[src/rtl/fp32_to_fixed_if.sv]
// Handshake bundle between the fp32->fixed converter and its producer/consumer.
// Both sides use valid/ready: a transfer happens on a rising clk edge where valid && ready; the
// source holds its payload stable and keeps valid high until that edge, and the sink may drive ready freely.
interface fp32_to_fixed_if #(
  parameter int W = 32
);
  logic         in_valid;
  logic         in_ready;
  logic [31:0]  in_float;
  logic         out_valid;
  logic         out_ready;
  logic [W-1:0] out_fixed;
  logic [3:0]   out_flags;

  modport master (
    output in_valid, in_float, out_ready,
    input  in_ready, out_valid, out_fixed, out_flags
  );

  modport slave (
    input  in_valid, in_float, out_ready,
    output in_ready, out_valid, out_fixed, out_flags
  );
endinterface

[src/rtl/fp32_to_fixed.sv]
// Iterative IEEE754 single -> signed Q(INT_W).(FRAC_W) converter, one shift bit per cycle.
// Define ROUND_NEAREST_EN for round-to-nearest-even; otherwise the magnitude is truncated toward zero.
module fp32_to_fixed #(
  parameter int INT_W  = 16,
  parameter int FRAC_W = 16
) (
  input  logic             clk,
  input  logic             rst,
  fp32_to_fixed_if.slave   bus_io,
  output logic [2:0]       dbg_state_o
);
  localparam int W  = INT_W + FRAC_W;
  // One spare bit above max(W,24) holds the rounding carry.
  localparam int AW = ((W > 24) ? W : 24) + 1;
  localparam logic signed [10:0] FRAC_S  = 11'(FRAC_W);
  localparam logic signed [10:0] INT_LIM = 11'(INT_W - 1);
  localparam logic [W-1:0] POS_MAX = {1'b0, {(W-1){1'b1}}};
  localparam logic [W-1:0] NEG_MAX = {1'b1, {(W-1){1'b0}}};

  typedef enum logic [2:0] {S_IDLE, S_DECODE, S_SHIFT, S_PACK, S_DONE} state_t;

  state_t        state_q, state_d;
  logic [31:0]   f_q, f_d;
  logic [AW-1:0] acc_q, acc_d;
  logic [7:0]    k_q, k_d;
  logic          left_q, left_d;
  logic          guard_q, guard_d;
  logic          sticky_q, sticky_d;
  logic          spec_q, spec_d;
  logic [W-1:0]  spec_fixed_q, spec_fixed_d;
  logic [3:0]    spec_flags_q, spec_flags_d;
  logic [W-1:0]  fixed_q, fixed_d;
  logic [3:0]    flags_q, flags_d;

  logic                sign;
  logic [7:0]          exp_f;
  logic [22:0]         mant;
  logic signed [10:0]  e_unb;
  logic signed [10:0]  s_val;
  logic signed [10:0]  neg_s;
  logic [W-1:0]        sat_val;
  logic                rnd;
  logic [AW-1:0]       mag_r;
  logic [AW-1:0]       lim;

  assign sign    = f_q[31];
  assign exp_f   = f_q[30:23];
  assign mant    = f_q[22:0];
  assign e_unb   = $signed({3'b000, exp_f}) - 11'sd127;
  assign s_val   = $signed({3'b000, exp_f}) - 11'sd150 + FRAC_S;
  assign neg_s   = -s_val;
  assign sat_val = sign ? NEG_MAX : POS_MAX;

`ifdef ROUND_NEAREST_EN
  assign rnd = guard_q && (sticky_q || acc_q[0]);
`else
  assign rnd = 1'b0;
`endif

  assign mag_r = acc_q + {{(AW-1){1'b0}}, rnd};
  // A negative result may reach -2^(W-1); a positive one stops at 2^(W-1)-1.
  assign lim   = sign ? AW'(NEG_MAX) : AW'(POS_MAX);

  assign bus_io.in_ready  = (state_q == S_IDLE);
  assign bus_io.out_valid = (state_q == S_DONE);
  assign bus_io.out_fixed = fixed_q;
  assign bus_io.out_flags = flags_q;
  assign dbg_state_o      = state_q;

  always_comb begin
    state_d      = state_q;
    f_d          = f_q;
    acc_d        = acc_q;
    k_d          = k_q;
    left_d       = left_q;
    guard_d      = guard_q;
    sticky_d     = sticky_q;
    spec_d       = spec_q;
    spec_fixed_d = spec_fixed_q;
    spec_flags_d = spec_flags_q;
    fixed_d      = fixed_q;
    flags_d      = flags_q;

    unique case (state_q)
      S_IDLE: begin
        if (bus_io.in_valid) begin
          f_d     = bus_io.in_float;
          state_d = S_DECODE;
        end
      end

      S_DECODE: begin
        spec_d       = 1'b1;
        spec_fixed_d = '0;
        spec_flags_d = 4'b0000;
        guard_d      = 1'b0;
        sticky_d     = 1'b0;
        k_d          = 8'd0;
        state_d      = S_PACK;
        if (exp_f == 8'd0) begin
          spec_flags_d = {3'b000, (mant != 23'd0)};
        end else if (exp_f == 8'hFF) begin
          if (mant != 23'd0) begin
            spec_flags_d = 4'b1000;
          end else begin
            spec_fixed_d = sat_val;
            spec_flags_d = 4'b0100;
          end
        end else if (e_unb >= INT_LIM) begin
          spec_fixed_d = sat_val;
          if (!(sign && (e_unb == INT_LIM) && (mant == 23'd0))) begin
            spec_flags_d = 4'b0011;
          end
        end else begin
          spec_d  = 1'b0;
          acc_d   = {{(AW-24){1'b0}}, 1'b1, mant};
          left_d  = (s_val > 11'sd0);
          state_d = S_SHIFT;
          if (s_val > 11'sd0) begin
            k_d = s_val[7:0];
          end else begin
            k_d = (neg_s > 11'sd26) ? 8'd26 : neg_s[7:0];
          end
        end
      end

      S_SHIFT: begin
        if (k_q == 8'd0) begin
          state_d = S_PACK;
        end else begin
          k_d = k_q - 8'd1;
          if (left_q) begin
            acc_d = {acc_q[AW-2:0], 1'b0};
          end else begin
            acc_d    = {1'b0, acc_q[AW-1:1]};
            guard_d  = acc_q[0];
            sticky_d = sticky_q | guard_q;
          end
        end
      end

      S_PACK: begin
        state_d = S_DONE;
        if (spec_q) begin
          fixed_d = spec_fixed_q;
          flags_d = spec_flags_q;
        end else if (mag_r > lim) begin
          fixed_d = sat_val;
          flags_d = 4'b0011;
        end else begin
          fixed_d = sign ? (~mag_r[W-1:0] + 1'b1) : mag_r[W-1:0];
          flags_d = {3'b000, (guard_q | sticky_q)};
        end
      end

      S_DONE: begin
        if (bus_io.out_ready) begin
          state_d = S_IDLE;
        end
      end

      default: state_d = S_IDLE;
    endcase
  end

  always_ff @(posedge clk or posedge rst) begin
    if (rst) begin
      state_q      <= S_IDLE;
      f_q          <= '0;
      acc_q        <= '0;
      k_q          <= '0;
      left_q       <= 1'b0;
      guard_q      <= 1'b0;
      sticky_q     <= 1'b0;
      spec_q       <= 1'b0;
      spec_fixed_q <= '0;
      spec_flags_q <= '0;
      fixed_q      <= '0;
      flags_q      <= '0;
    end else begin
      state_q      <= state_d;
      f_q          <= f_d;
      acc_q        <= acc_d;
      k_q          <= k_d;
      left_q       <= left_d;
      guard_q      <= guard_d;
      sticky_q     <= sticky_d;
      spec_q       <= spec_d;
      spec_fixed_q <= spec_fixed_d;
      spec_flags_q <= spec_flags_d;
      fixed_q      <= fixed_d;
      flags_q      <= flags_d;
    end
  end
endmodule

[src/flat_wrapper.sv]
// flat-port wrapper written by rule: the top's interface ports become plain ports
module fp32_to_fixed_flat 
#(
  parameter int INT_W  = 16,
  parameter int FRAC_W = 16
)
  (clk, rst, dbg_state_o, bus_io_in_valid, bus_io_in_float, bus_io_out_ready, bus_io_in_ready, bus_io_out_valid, bus_io_out_fixed, bus_io_out_flags);
  fp32_to_fixed_if #(.W((32))) bus_io_i ();
  input  logic clk;
  input  logic rst;
  output logic [2:0] dbg_state_o;
  input wire logic [$bits(bus_io_i.in_valid)-1:0] bus_io_in_valid;
  input wire logic [$bits(bus_io_i.in_float)-1:0] bus_io_in_float;
  input wire logic [$bits(bus_io_i.out_ready)-1:0] bus_io_out_ready;
  output wire logic [$bits(bus_io_i.in_ready)-1:0] bus_io_in_ready;
  output wire logic [$bits(bus_io_i.out_valid)-1:0] bus_io_out_valid;
  output wire logic [$bits(bus_io_i.out_fixed)-1:0] bus_io_out_fixed;
  output wire logic [$bits(bus_io_i.out_flags)-1:0] bus_io_out_flags;
  assign bus_io_i.in_valid = bus_io_in_valid;
  assign bus_io_i.in_float = bus_io_in_float;
  assign bus_io_i.out_ready = bus_io_out_ready;
  assign bus_io_in_ready = bus_io_i.in_ready;
  assign bus_io_out_valid = bus_io_i.out_valid;
  assign bus_io_out_fixed = bus_io_i.out_fixed;
  assign bus_io_out_flags = bus_io_i.out_flags;
  fp32_to_fixed #(.INT_W(INT_W), .FRAC_W(FRAC_W)) u_core (.clk(clk), .rst(rst), .bus_io(bus_io_i), .dbg_state_o(dbg_state_o));
endmodule
[config.mk]
export PLATFORM = sky130hd
export DESIGN_NAME = fp32_to_fixed_flat
export DESIGN_NICKNAME = d
export VERILOG_FILES = /design/src/rtl/fp32_to_fixed_if.sv /design/src/rtl/fp32_to_fixed.sv /design/src/flat_wrapper.sv
export SDC_FILE = /design/constraint.sdc
export NUM_CORES = 1
export LEC_CHECK = 0
export ABC_AREA = 1
export CAP_MARGIN = 20
export CORE_MARGIN = 5
export CORE_UTILIZATION = 25
export DETAILED_ROUTE_END_ITERATION = 6
export PLACE_DENSITY = 0.52
export SLEW_MARGIN = 40
export SYNTH_ARGS = -nofsm -noshare
export SYNTH_HDL_FRONTEND = slang
export SYNTH_SLANG_ARGS = --single-unit
[constraint.sdc]
create_clock -name clk -period 11.1 [get_ports clk]
set_clock_uncertainty 0.2 [all_clocks]
set_input_delay 1.665 -clock clk [delete_from_list [all_inputs] [get_ports clk]]
set_output_delay 1.665 -clock clk [all_outputs]
set_load 0.02 [all_outputs]
==> flow_summary.json <==
{
  "place_hpwl_mm": 16.3,
  "syn_area_sq_um": 7900,
  "ys_ff_latch": 122,
  "vias": 7062,
  "place_congestion": 0.847,
  "tns_ns": 0,
  "critPathBufInv": 4,
  "cp_max_fo": 58,
  "p_leak_nw": 4.33,
  "worstPathCellList": "buf_4, inv_1, ha_1, nand4_1, nor2_1, inv_1, nor4_1, nand2_1, nand2_1, nand2_1, inv_2, o21ai_0, a21oi_1",
  "grt_overflow": 0,
  "finalWorstSetupSlack_ns": 7.36,
  "cts_buffer_depth": 2,
  "grt_pass1_wl_mm": 36.8,
  "fmax_mhz": 267,
  "dieArea_sq_um": 35300,
  "synth-compound-area-share": 0.135,
  "yosysSeqAreaShare": 0.386,
  "hold_viol_final": 0,
  "dp_slack_ns": 7.31,
  "avgSynthCellArea_sq_um": 7.57,
  "cts_buffers": 17,
  "cpMaxStageDelayCell": "inv_1",
  "slew_violations": 0,
  "post_cts_resized": 0,
  "grt_max_degree": 73,
  "hp-class": "reg2reg",
  "irDropWorstVdd_mv": 0.117,
  "r2r_start": "u_core.f_q[31]",
  "hold_ws_ns": 0.282,
  "drt_iter0_drc": 376,
  "drc_errors": 0,
  "critPathKind": "reg2reg",
  "min_period_over_period": 0.337,
  "ios": 77,
  "synth_mux_area_frac": 0.0596,
  "r2r-end": "u_core.bus_io.out_fixed[11]",
  "nNetsFinal": 1181,
  "synth_top_family_by_area": "simple AND/OR/NAND/NOR gates",
  "drive_above_1_share": 0.0815,
  "r2r_setup_slack_ns": 7.36,
  "drv_cap": 0,
  "clock_latency_ns": 0.42,
  "ys.flop_type": "dfrtp_1",
  "io_buffers": 76,
  "synth_edf_count": 0,
  "fp.coreArea_sq_um": 31400,
  "fillers": 3432,
  "cpMostUsedCell": "nand2_1",
  "synth_warnings": 0,
  "path_delay_family": "buffers and inverters",
  "track_usage": 0.128,
  "grt_pass1_vias": 6877,
  "synth_xor_area_frac": 0.0299,
  "synth-adder-area-share": 0.0649,
  "die_y_microns": 188,
  "cp.depth": 13,
  "wl_mm": 22.3,
  "antenna_found_initial": 0,
  "power_density_nw_per_um2": 347,
  "firstDrtPassIters": 5,
  "syn_inst": 1043,
  "antenna_cells": 0,
  "r2r_cells": 13,
  "fin_crit_ns": 3.74,
  "wl_per_cell_microns": 14.7,
  "via_per_inst": 4.65,
  "power_mw": 3.33,
  "worstPathArrival_ns": 3.88,
  "root_buffer": "clkbuf_16",
  "cts_tree": "done",
  "worstSetupStartpoint": "u_core.f_q[31]",
  "syn-num-nets": 1120,
  "end_kind": "flop",
  "synth-simple-area-share": 0.254,
  "crit_path_end": "u_core.bus_io.out_fixed[11]",
  "cts.sink_count": 122,
  "setup_viol": 0,
  "rows": 65,
  "ant_nets": 0,
  "initial_core_util": 0.252,
  "slowest_delay_ns": 0.50,
  "outcome": "complete, no violations",
  "dieWidth_microns": 188,
  "crit_required_ns": 11.24,
  "startpoint_type": "flop",
  "syn2layout_area_growth_pct": 21.7,
  "post_cts_buffers": 0,
  "grt_setup_unrepaired": "no",
  "cts_max_level": 4,
  "hold_buffers": 0,
  "async_flop_share": 1.00,
  "clk_pin_slew_ns": 0.05,
  "synth_cell_types": 37,
  "slew_headroom": 0.445,
  "worst_pin_slew_ns": 0.831
}
[state kept, by name, indices dropped and copies added, names as in the netlist]
register	count
u_core.acc_q	33
u_core.bus_io.out_fixed	32
u_core.f_q	32
u_core.k_q	8
u_core.bus_io.out_flags	4
u_core.spec_flags_q	4
u_core.dbg_state_o	3
u_core.spec_fixed_q	2
u_core.guard_q	1
u_core.left_q	1
u_core.spec_q	1
u_core.sticky_q	1
[final cells by class]
type,count,area (sq um),area share
Clock buffer,20,457,0.0475
Clock inverter,11,123,0.0128
Inverter,93,352,0.0366
Multi-Input combinational cell,787,4310,0.448
Sequential cell,122,3050,0.318
Tap cell,402,503,0.0523
Timing Repair Buffer,83,817,0.0850
[cell families after synthesis]
kind of cell	after synthesis
and+or+nand+nor	479
AOI/OAI and AO/OA	196
buffers and inverters	134
DFF	122
muxes	44
adders and majority gates	41
xor gates and xnor gates	27
[cells in the mapped netlist (2+ instances only)]
library cell | count | area share
xnor2_1 | 3 | 0.0033
o31ai_1 | 4 | 0.0038
or2_1 | 2 | 0.0016
a21oi_1 | 82 | 0.052
o21ai_1 | 13 | 0.0082
o21ai_0 | 74 | 0.047
o21bai_1 | 2 | 0.0019
o21ai_2 | 15 | 0.017
xor2_1 | 24 | 0.027
nand3b_1 | 9 | 0.0086
nand2_1 | 255 | 0.12
inv_2 | 6 | 0.0029
clkbuf_1 | 28 | 0.013
nor3_1 | 7 | 0.0044
nor4_1 | 9 | 0.0071
nor3_2 | 4 | 0.0051
nand3_1 | 55 | 0.035
buf_2 | 5 | 0.0032
mux2i_1 | 20 | 0.025
nor2_1 | 121 | 0.057
ha_1 | 41 | 0.065
mux2_2 | 24 | 0.034
o211ai_1 | 3 | 0.0029
buf_6 | 5 | 0.0071
nand4_1 | 14 | 0.011
inv_1 | 86 | 0.041
dfrtp_1 | 122 | 0.39
[metal layers]
layer | part of all wire | vias to the layer above | GRT usage | routed length [microns]
li1 | - | 3582 | - | -
met1 | 0.50 | 3323 | 0.179 | 11100
met2 | 0.46 | 138 | 0.204 | 10200
met3 | 0.032 | 19 | 0.0227 | 721
met4 | 0.014 | 0 | 0.0339 | 317
met5 | 0 | - | 0 | 0
[where the power goes]
group	switching [mW]	internal, mW
clock network	0.208	0.340
logic	1.17	0.702
registers	0.248	0.668
[stage by stage]
step	cells	utilization	instance area [sq um]
5_1_grt	1518	0.306	9610
6_report	1518	0.306	9610
2_1_floorplan	1043	-	7900
3_3_place_gp	1487	0.288	9030
4_1_cts	1518	0.306	9610
3_5_place_dp	1487	0.288	9030
[cell usage in the layout (no fill, tap or decap), types with 3 or more instances in the layout]
master and instances:
a21oi_1 82, buf_4 6, clkbuf_16 17, clkdlybuf4s50_1 76, clkinv_2 3, clkinvlp_4 4
dfrtp_1 122, ha_1 41, inv_1 84, inv_2 7, mux2_2 24, mux2i_1 20
nand2_1 255, nand3_1 55, nand3b_1 9, nand4_1 14, nor2_1 121, nor3_1 7
nor4_1 9, o211ai_1 3, o21ai_0 74, o21ai_1 13, o21ai_2 15, o31ai_1 4
xnor2_1 3, xor2_1 24
[tightest hold or removal path, cell delays in order (launching register included)]
cell     delay, ns
dfrtp_1       0.34
nand2_1       0.05
o31ai_1       0.06
[worst min-delay path by stage]
stage	slack [ns]	depth (start not counted)	endpoint	from
2_1_floorplan	0.24	2	u_core.spec_flags_q[1]	u_core.spec_flags_q[1]
3_3_place_gp	0.26	2	u_core.spec_flags_q[1]	u_core.spec_flags_q[1]
3_5_place_dp	0.27	2	u_core.sticky_q	u_core.sticky_q
4_1_cts	0.29	2	u_core.sticky_q	u_core.sticky_q
5_1_grt	0.30	2	u_core.bus_io.out_flags[3]	u_core.bus_io.out_flags[3]
6_report	0.28	2	u_core.sticky_q	u_core.sticky_q
(Power assumes the default switching activity.)
